`src/rtl/cache_refill_arbiter.sv`:
```
// cache_refill_arbiter: serves IC/DC line refills over one burst read port; define ARB_ROUND_ROBIN_EN for round-robin arbitration
module cache_refill_arbiter #(
  parameter int LINE_WIDTH  = 512,
  parameter int BEAT_WIDTH  = 32,
  parameter int BEATS       = LINE_WIDTH / BEAT_WIDTH,
  parameter int INDEX_WIDTH = 8,
  parameter int TAG_WIDTH   = 18
) (
  input  logic                   clk,
  input  logic                   reset,
  input  logic                   ic_req,
  input  logic [31:0]            ic_addr,
  input  logic                   dc_req,
  input  logic [31:0]            dc_addr,
  output logic                   ic_grant,
  output logic                   dc_grant,
  output logic                   ic_fill_valid,
  output logic                   dc_fill_valid,
  output logic [LINE_WIDTH-1:0]  fill_data,
  output logic [INDEX_WIDTH-1:0] fill_index,
  output logic [TAG_WIDTH-1:0]   fill_tag,
  output logic                   mem_req,
  output logic [31:0]            mem_addr,
  input  logic                   mem_ack,
  input  logic                   mem_rvalid,
  input  logic [BEAT_WIDTH-1:0]  mem_rdata,
  output logic                   busy
);
  localparam int OFF = $clog2(LINE_WIDTH / 8);
  localparam int CW  = $clog2(BEATS);
  typedef enum logic [1:0] {IDLE, ISSUE, BURST, DELIVER} state_t;
  state_t        state;
  logic [CW-1:0] beat_cnt;
  logic          owner_dc, mask_ic, mask_dc, ic_ok, dc_ok, pick_dc;
  logic [31:0]   win_addr;
  // the requester just served sits out the first IDLE cycle so the other side gets a turn
  assign ic_ok = ic_req && !mask_ic;
  assign dc_ok = dc_req && !mask_dc;
`ifdef ARB_ROUND_ROBIN_EN
  logic last_dc;
  assign pick_dc = dc_ok && (!ic_ok || !last_dc);
`else
  assign pick_dc = dc_ok;
`endif
  assign win_addr = pick_dc ? dc_addr : ic_addr;
  assign busy     = state != IDLE;
  always_ff @(posedge clk) begin
    if (reset) begin
      state         <= IDLE;
      beat_cnt      <= '0;
      owner_dc      <= 1'b0;
      mask_ic       <= 1'b0;
      mask_dc       <= 1'b0;
      ic_grant      <= 1'b0;
      dc_grant      <= 1'b0;
      ic_fill_valid <= 1'b0;
      dc_fill_valid <= 1'b0;
      fill_data     <= '0;
      fill_index    <= '0;
      fill_tag      <= '0;
      mem_req       <= 1'b0;
      mem_addr      <= '0;
`ifdef ARB_ROUND_ROBIN_EN
      last_dc       <= 1'b0;
`endif
    end else begin
      ic_grant      <= 1'b0;
      dc_grant      <= 1'b0;
      ic_fill_valid <= 1'b0;
      dc_fill_valid <= 1'b0;
      case (state)
        IDLE: begin
          mask_ic <= 1'b0;
          mask_dc <= 1'b0;
          if (ic_ok || dc_ok) begin
            state      <= ISSUE;
            owner_dc   <= pick_dc;
            dc_grant   <= pick_dc;
            ic_grant   <= !pick_dc;
            mem_req    <= 1'b1;
            mem_addr   <= win_addr & ~32'(LINE_WIDTH / 8 - 1);
            fill_index <= win_addr[OFF +: INDEX_WIDTH];
            fill_tag   <= win_addr[OFF + INDEX_WIDTH +: TAG_WIDTH];
`ifdef ARB_ROUND_ROBIN_EN
            last_dc    <= pick_dc;
`endif
          end
        end
        ISSUE: begin
          if (mem_ack) begin
            mem_req <= 1'b0;
            state   <= BURST;
          end
        end
        BURST: begin
          if (mem_rvalid) begin
            fill_data[beat_cnt * BEAT_WIDTH +: BEAT_WIDTH] <= mem_rdata;
            beat_cnt <= (beat_cnt == CW'(BEATS - 1)) ? '0 : beat_cnt + 1'b1;
            if (beat_cnt == CW'(BEATS - 1)) begin
              state         <= DELIVER;
              dc_fill_valid <= owner_dc;
              ic_fill_valid <= !owner_dc;
            end
          end
        end
        default: begin
          state   <= IDLE;
          mask_dc <= owner_dc;
          mask_ic <= !owner_dc;
        end
      endcase
    end
  end
endmodule

```
`config.mk`:
```
export PLATFORM = sky130hd
export DESIGN_NAME = cache_refill_arbiter
export DESIGN_NICKNAME = d
export VERILOG_FILES = /design/src/rtl/cache_refill_arbiter.sv
export SDC_FILE = /design/constraint.sdc
export NUM_CORES = 1
export LEC_CHECK = 0
export ABC_AREA = 0
export CAP_MARGIN = 25
export CELL_PAD_IN_SITES_DETAIL_PLACEMENT = 1
export CELL_PAD_IN_SITES_GLOBAL_PLACEMENT = 2
export CORE_MARGIN = 1
export CORE_UTILIZATION = 30
export CTS_BUF_LIST = sky130_fd_sc_hd__clkbuf_8
export CTS_CLUSTER_DIAMETER = 30
export DETAILED_ROUTE_END_ITERATION = 10
export PLACE_DENSITY_LB_ADDON = 0.1
export SLEW_MARGIN = 0
export SYNTH_ARGS = -nofsm -noshare
export SYNTH_HDL_FRONTEND = slang
export SYNTH_SLANG_ARGS = --single-unit
```
`constraint.sdc`:
```
create_clock -name clk -period 6.4 [get_ports clk]
set_clock_uncertainty 0.1 [all_clocks]
set_input_delay 1.28 -clock clk [delete_from_list [all_inputs] [get_ports clk]]
set_output_delay 1.28 -clock clk [all_outputs]
set_load 0.02 [all_outputs]
```
==> summary.md, run 1 <==
| Metric | Value |
|---|---|
| Fmax | `0.221 GHz` |
| RSZ-0062 raised after global routing | `no` |
| Routed Antenna Nets | `0` |
| Worst slack at placement | `1780 ps` |
| Post-synthesis xor/xnor area fraction | `0.00188` |
| Fin worst setup slack | `1870 ps` |
| Fin crit period | `4530 ps` |
| First-pass GRT wire length | `153000 um` |
| Syn_area_per_cell | `8.37 um2` |
| Slowest cell on crit path | `dfxtp_4` |
| Total CTS buffers | `147` |
| Vias in the first global route | `22700` |
| Clock sink count | `552` |
| Synth top area cells | `dfxtp_1 50%, nand2_1 10%, a21oi_1 6.0%` |
| Initial antenna violation count | `6` |
| Vias | `21900` |
| CTS Root Cell | `clkbuf_8` |
| Reg clk slew, reported paths | `50 ps` |
| CTS tree | `done` |
| Worst vdd ir | `0.197 mV` |
| Synthesis-stage register bit count | `552` |
| Post-synth EDFFs | `0` |
| Ys async rst share | `0` |
| Power density over the cells | `307 nW/um2` |
| Hold Buf Count CTS | `0` |
| Total Negative Setup Slacks | `0 ps` |
| Worst rel slew slack | `0.281` |
| Crit share post-route | `0.707` |
| Critical path fanouts, max | `83` |
| Ys flop type | `dfxtp_1` |
| Least-Margin Pin Slew | `1070 ps` |
| CP arrival | `5080 ps` |
| Total GRT Usage | `0.275` |
| Clock Tree Buf Depth | `3` |
| Vias/cell | `5.15` |
| Cell Rows | `98` |
| Hold slack | `350 ps` |
| Final Hold Vio Count | `0` |
| Synthesized instance count | `2627` |
| Buf+Inv Stages, Crit Path | `2` |
| Synth Area in Compound Gates | `0.168` |
| CP startpoint kind | `register` |
| CP Cell Sequence | `inv_1, ha_4, nor3b_1, o21ai_4, buf_4, or2_2, o21ai_0` |
| CP top delay family | `simple AND/OR/NAND/NOR gates` |
| Initial Utilization | `0.306` |
| Fin. max-slew vios | `0` |
| Area leader, netlist | `dfxtp_1` |
| Yosys top cell area share | `0.502` |
| Post-synthesis mux area share | `0.0496` |
| Status | `finished, final reports clean` |
| H-Tree Depth | `4` |
| Fill cell count | `8281` |
| Leak pwr | `11.2 nW` |
| Worst endpoint required time | `6950 ps` |
| CP peak stage delay | `950 ps` |
| Yosys warnings | `0` |
| Post-CTS Resized | `0` |
| Drt wl/cell | `24.7 um` |
| CP Class | `reg2reg` |
| Number of buffers added on ports | `659` |
| DRT Pass-1 Iters | `5` |
| Die area | `74400 um2` |
| Max-cap violations | `0` |
| IO Count | `678` |
| Post-Synth Adder-Cell Area | `0.00398` |
| Share of cells above drive strength 1 | `0.113` |
| Sequential area share after synthesis | `0.502` |
| Core area | `72000 um2` |
| Post-Syn Area | `22000 um2` |
| Nets | `3301` |
| Clock latency on the worst-skew pair | `760 ps` |
| Setup-failing EPs final | `0` |
| Die height | `273 um` |
| DRC Markers | `0` |
| Area grow syn2layout | `47.5%` |
| Global route overflow | `0` |
| Count of cell types in the netlist | `57` |
| Final wirelength | `105000 um` |
| Initial drt markers | `1214` |
| Die Wd | `273 um` |
| RD Place Congestion | `0.820` |
| DP HPWL | `70100 um` |
| Largest family of logic cells by synthesized area | `simple AND/OR/NAND/NOR gates` |
| Synth Area in Simple Gates | `0.207` |
| Largest net degree at the start of global routing | `133` |
| Post-CTS setup buffer count | `0` |
| Crit. End Element | `register` |
| Worst Hold Class | `reg2reg` |
-- cell usage after synthesis, types with 3 or more instances --
| master | number |
|---|---|
| a2111oi_4 | 4 |
| a21oi_1 | 265 |
| a311oi_1 | 26 |
| a31o_2 | 32 |
| and3_1 | 35 |
| buf_1 | 9 |
| buf_2 | 46 |
| buf_4 | 47 |
| buf_6 | 4 |
| clkbuf_1 | 200 |
| clkbuf_2 | 5 |
| dfxtp_1 | 552 |
| ha_1 | 7 |
| inv_1 | 9 |
| mux2i_1 | 109 |
| nand2_1 | 586 |
| nand2b_1 | 5 |
| nand3_1 | 162 |
| nand4_1 | 6 |
| nor2_1 | 128 |
| nor2b_1 | 5 |
| nor3_1 | 5 |
| nor3b_1 | 3 |
| nor4_1 | 34 |
| nor4_4 | 3 |
| o2111ai_1 | 4 |
| o211ai_1 | 114 |
| o21ai_0 | 136 |
| o21ai_1 | 16 |
| or2_2 | 4 |
| or3_1 | 32 |
-- metrics by stage --
step | instance area (um2) | util | total power, W | instances
after floorplan | 22000 | - | 0.00445 | 2632
after global placement | 29000 | 0.403 | 0.00498 | 3985
after detailed placement | 29100 | 0.404 | 0.00501 | 3989
after CTS | 32300 | 0.449 | 0.0101 | 4251
after global routing | 32400 | 0.451 | 0.0104 | 4256
final | 32400 | 0.451 | 0.00995 | 4256
-- logic make-up after synthesis --
logic type | count (synthesis)
AOI/OAI and AO/OA | 609
xor gates and xnor gates | 3
adders and majority gates | 7
buffers and inverters | 320
DFF | 552
muxes | 109
other | 1
and+or+nand+nor | 1026
-- layer usage --
metal,vias up,GRT usage,part of all wire
li1,10200,-,-
met1,10900,0.322,0.41
met2,682,0.465,0.49
met3,181,0.0833,0.067
met4,0,0.117,0.039
met5,-,0,0
-- flip-flops by register name, summed over array words and instances (netlist names), 2 cells and up --
name / count
fill_data: 512
beat_cnt: 4
fill_tag: 18
state: 2
fill_index: 7
-- cell usage in the layout, fill, tap and decap left out, drive strengths merged, types with 4 or more instances in the layout --
master           n
nor4            39
nor2           128
nor2b            5
a2111oi          4
o2111ai          4
conb             6
a21oi          266
clkbuf         176
nand4            6
a311oi          26
bufinv          16
mux2i          109
nand2b           6
inv             42
dfxtp          552
or2              4
clkinv          28
nand2          586
clkdlybuf4s50  658
nor3             6
or3             32
o211ai         114
clkinvlp         9
nand3          162
and3            35
o21ai          152
nor3b            5
buf             64
a31o            32
ha               7
-- worst paths after layout --
path / to / slack, ps / cells past startpoint / start
min reg2reg: fill_data[5] / 350 / 2 / fill_data[5]
max reg2reg: fill_data[203] / 1870 / 7 / beat_cnt[0]
max: fill_data[203] / 1870 / 7 / beat_cnt[0]
min: fill_data[5] / 350 / 2 / fill_data[5]
-- tightest hold or removal path, cell delays in order, from the launching register on --
cell and delay (ps):
dfxtp_1 300, nand2_1 50, a21oi_1 50
-- cell type report --
type / count / area [um2] / area share
repair buffers: 722 / 7180 / 0.221
flip-flops and latches: 552 / 11100 / 0.341
clock inverters: 86 / 851 / 0.0262
clock buffers: 176 / 2420 / 0.0747
well taps: 950 / 1190 / 0.0366
diodes: 1 / 2.50 / 0.0000772
inverters: 9 / 38.8 / 0.00120
multi-input cells: 1760 / 9700 / 0.299
-- power breakdown --
group          internal [W]  switching (W)
Combinational      0.000476       0.000823
Sequential          0.00355      0.0000990
Clock               0.00314        0.00186
Total               0.00716        0.00279
No activity file was read; power rests on OpenSTA's default activity.
==> inputs of run 2 (changes only) <==
--- a/config.mk
+++ b/config.mk
@@ -10,7 +10,7 @@
 export CELL_PAD_IN_SITES_DETAIL_PLACEMENT = 1
 export CELL_PAD_IN_SITES_GLOBAL_PLACEMENT = 2
 export CORE_MARGIN = 1
-export CORE_UTILIZATION = 30
+export CORE_UTILIZATION = 27
 export CTS_BUF_LIST = sky130_fd_sc_hd__clkbuf_8
 export CTS_CLUSTER_DIAMETER = 30
 export DETAILED_ROUTE_END_ITERATION = 10
==> constraint.sdc (replaced) <==
create_clock -name clk -period 4.6 [get_ports clk]
set_clock_uncertainty 0.1 [all_clocks]
set_input_delay 0.92 -clock clk [delete_from_list [all_inputs] [get_ports clk]]
set_output_delay 0.92 -clock clk [all_outputs]
set_load 0.02 [all_outputs]
==> run 2 against run 1 <==
  * Count of clock-buffer cells in the layout increased by 5
  * Worst hold slack got worse by 0.72 ps
  * Total power increased by 45%
  * Non-clock buffer count increased by 10
  * Sequential power increased by 39%
  * Cell count increased by 3.4%
  * Die area increased by 11%
==> summary.md, run 2 (synthesis gave the netlist of run 1 again) <==
| Metric | Value |
|---|---|
| RD Place Congestion | `0.835 (+1.9%)` |
| Initial Utilization | `0.273 (-0.0325)` |
| Fin worst setup slack | `932 ps (-941 ps)` |
| Cell Rows | `104 (+6.1%)` |
| Drt wl/cell | `24.9 um (+1.0%)` |
| Clock Tree Buf Depth | `3 (unchanged)` |
| Fin. max-slew vios | `0 (unchanged)` |
| Least-Margin Pin Slew | `1050 ps (-26.9 ps)` |
| RSZ-0062 raised after global routing | `no` |
| Max reg flops | `512 (unchanged)` |
| Vias | `21900 (+0.11%)` |
| CTS tree | `done` |
| Hold Buf Count CTS | `0 (unchanged)` |
| CTS Root Cell | `clkbuf_8` |
| Area of the multi-input gates | `9690 um2 (about the same)` |
| Vias/cell | `4.98 (-3.2%)` |
| Die height | `287 um (+5.4%)` |
| CP startpoint kind | `register` |
| Total GRT Usage | `0.258 (-0.0173)` |
| Hold Crit Depth | `2 (unchanged)` |
| CP arrival | `4250 ps (-830 ps)` |
| Clock latency on the worst-skew pair | `770 ps (about the same)` |
| DRT Pass-1 Iters | `5 (unchanged)` |
| Total Negative Setup Slacks | `0 ps (unchanged)` |
| Top reg by flops | `fill_data` |
| Fill cell count | `9247 (+12%)` |
| FF+latch area | `11100 um2 (about the same)` |
| Crit share post-route | `0.797 (+0.0900)` |
| Worst vdd ir | `0.314 mV (+59%)` |
| Routed Antenna Nets | `0 (unchanged)` |
| Most frequent cells in the layout | `657 x clkdlybuf4s50_1, 585 x nand2_1, 551 x dfxtp_1, 264 x a21oi_1, 181 x clkbuf_8` |
| Power density over the cells | `437 nW/um2 (+43%)` |
| Fin crit period | `3670 ps (-859 ps)` |
| Initial drt markers | `1228 (+1.2%)` |
| FF-to-FF Start | `beat_cnt[1]` |
| DP HPWL | `73700 um (+5.2%)` |
| Share of cells above drive strength 1 | `0.121 (+0.00825)` |
| Final wirelength | `110000 um (+4.5%)` |
| First-pass GRT wire length | `157000 um (+2.5%)` |
| Total CTS buffers | `154 (+4.8%)` |
| Crit. End Element | `register` |
| Vias in the first global route | `22500 (-0.83%)` |
| Setup-failing EPs final | `0 (unchanged)` |
| FF-to-FF End | `fill_data[199]` |
| Worst rel slew slack | `0.299 (+0.0180)` |
| Leak pwr | `11.5 nW (+1.9%)` |
| Nets | `3318 (+0.51%)` |
| R2R Setup Slk | `930 ps (-940 ps)` |
| Top flop regs | `fill_data (512), fill_tag (18), fill_index (7)` |
| Reg clk slew, reported paths | `50 ps (about the same)` |
| Post-CTS setup buffer count | `0 (unchanged)` |
| Reg2reg path depth | `7 (unchanged)` |
| Final Hold Vio Count | `0 (unchanged)` |
| Core area | `80500 um2 (+12%)` |
| Initial antenna violation count | `3 (-3)` |
| Most common cell after layout, fill and taps aside | `clkdlybuf4s50_1` |
| Global route overflow | `0 (unchanged)` |
| Critical path fanouts, max | `65 (-22%)` |
| Fmax | `0.273 GHz (+23%)` |
| Clock sink count | `552 (unchanged)` |
| IO Count | `678 (unchanged)` |
| CP Class | `reg2reg` |
| Post-CTS Resized | `0 (unchanged)` |
| Die Wd | `287 um (+5.4%)` |
| Worst Hold Launch | `fill_data[9]` |
| Worst Hold Path EP | `fill_data[9]` |
| Worst endpoint required time | `5180 ps (-1770 ps)` |
| Worst slack at placement | `766 ps (-1010 ps)` |
| Largest net degree at the start of global routing | `162 (+22%)` |
| Die area | `82600 um2 (+11%)` |
| Max-cap violations | `0 (unchanged)` |
| Worst Hold Class | `reg2reg` |
| Status | `finished, final reports clean` |
| DRC Markers | `0 (unchanged)` |
| Number of buffers added on ports | `659 (unchanged)` |
| Area grow syn2layout | `49.9%` |
| H-Tree Depth | `4 (unchanged)` |
[run 2: cell types whose count changed in the layout (fill, tap and decap cells not counted), sizes merged]
cell	change
diode	+4
inv	+6
clkbuf	+5
buf	+11
clkinvlp	-2
clkdlybuf4s50	-1
bufinv	+4
clkinv	+8
[run 2: final cells by class]
cell class / instances / share of cell area
inverters: 9 / 0.00118
well taps: 1060 / 0.0402
flip-flops and latches: 552 / 0.335
repair buffers: 732 / 0.221
diodes: 5 / 0.000380
clock buffers: 181 / 0.0756
multi-input cells: 1760 / 0.294
clock inverters: 102 / 0.0326
[run 2: how the worst max path moves through the flow]
stage	startpoint	endpoint	cells after the start
2_1_floorplan	beat_cnt[0]	fill_data[290]	10
3_3_place_gp	mem_rvalid	fill_data[197]	6
3_5_place_dp	mem_rvalid	fill_data[218]	6
4_1_cts	beat_cnt[1]	fill_data[213]	7
5_1_grt	beat_cnt[1]	fill_data[213]	7
6_report	beat_cnt[1]	fill_data[199]	7
[run 2: worst max-delay path: stages, from the launching register on]
cell     delay, ps
dfxtp_1        510
inv_1          140
ha_4           630
nor3b_1        810
o21ai_4        110
buf_4          380
or2_2          630
o21ai_0        250
[run 2: stage by stage]
stage          area (um2)  total power, W  hold slack [ps]  std cells  utilization
4_1_cts             32900          0.0146              352       4392        0.408
3_5_place_dp        29300         0.00703              345       4109        0.364
3_3_place_gp        29200         0.00698              338       4104        0.363
5_1_grt             33000          0.0150              366       4397        0.409
6_report            33000          0.0144              349       4401        0.409
2_1_floorplan       22000         0.00619              350       2632            -
[run 2: power breakdown]
part           total [W]  leakage [nW]  internal (W)  switching, W
clock network    0.00751          1.94       0.00475       0.00276
logic            0.00187          5.07      0.000668       0.00120
registers        0.00505          4.45       0.00493      0.000114
total             0.0144          11.5        0.0103       0.00407
[run 2: metal layers]
layer,global-route usage,routed length (um),vias to the layer above,part of all wire
li1,-,-,10200,-
met1,0.296,43000,10800,0.39
met2,0.445,54900,687,0.50
met3,0.0762,7980,177,0.073
met4,0.105,3770,0,0.034
met5,0,0,-,0
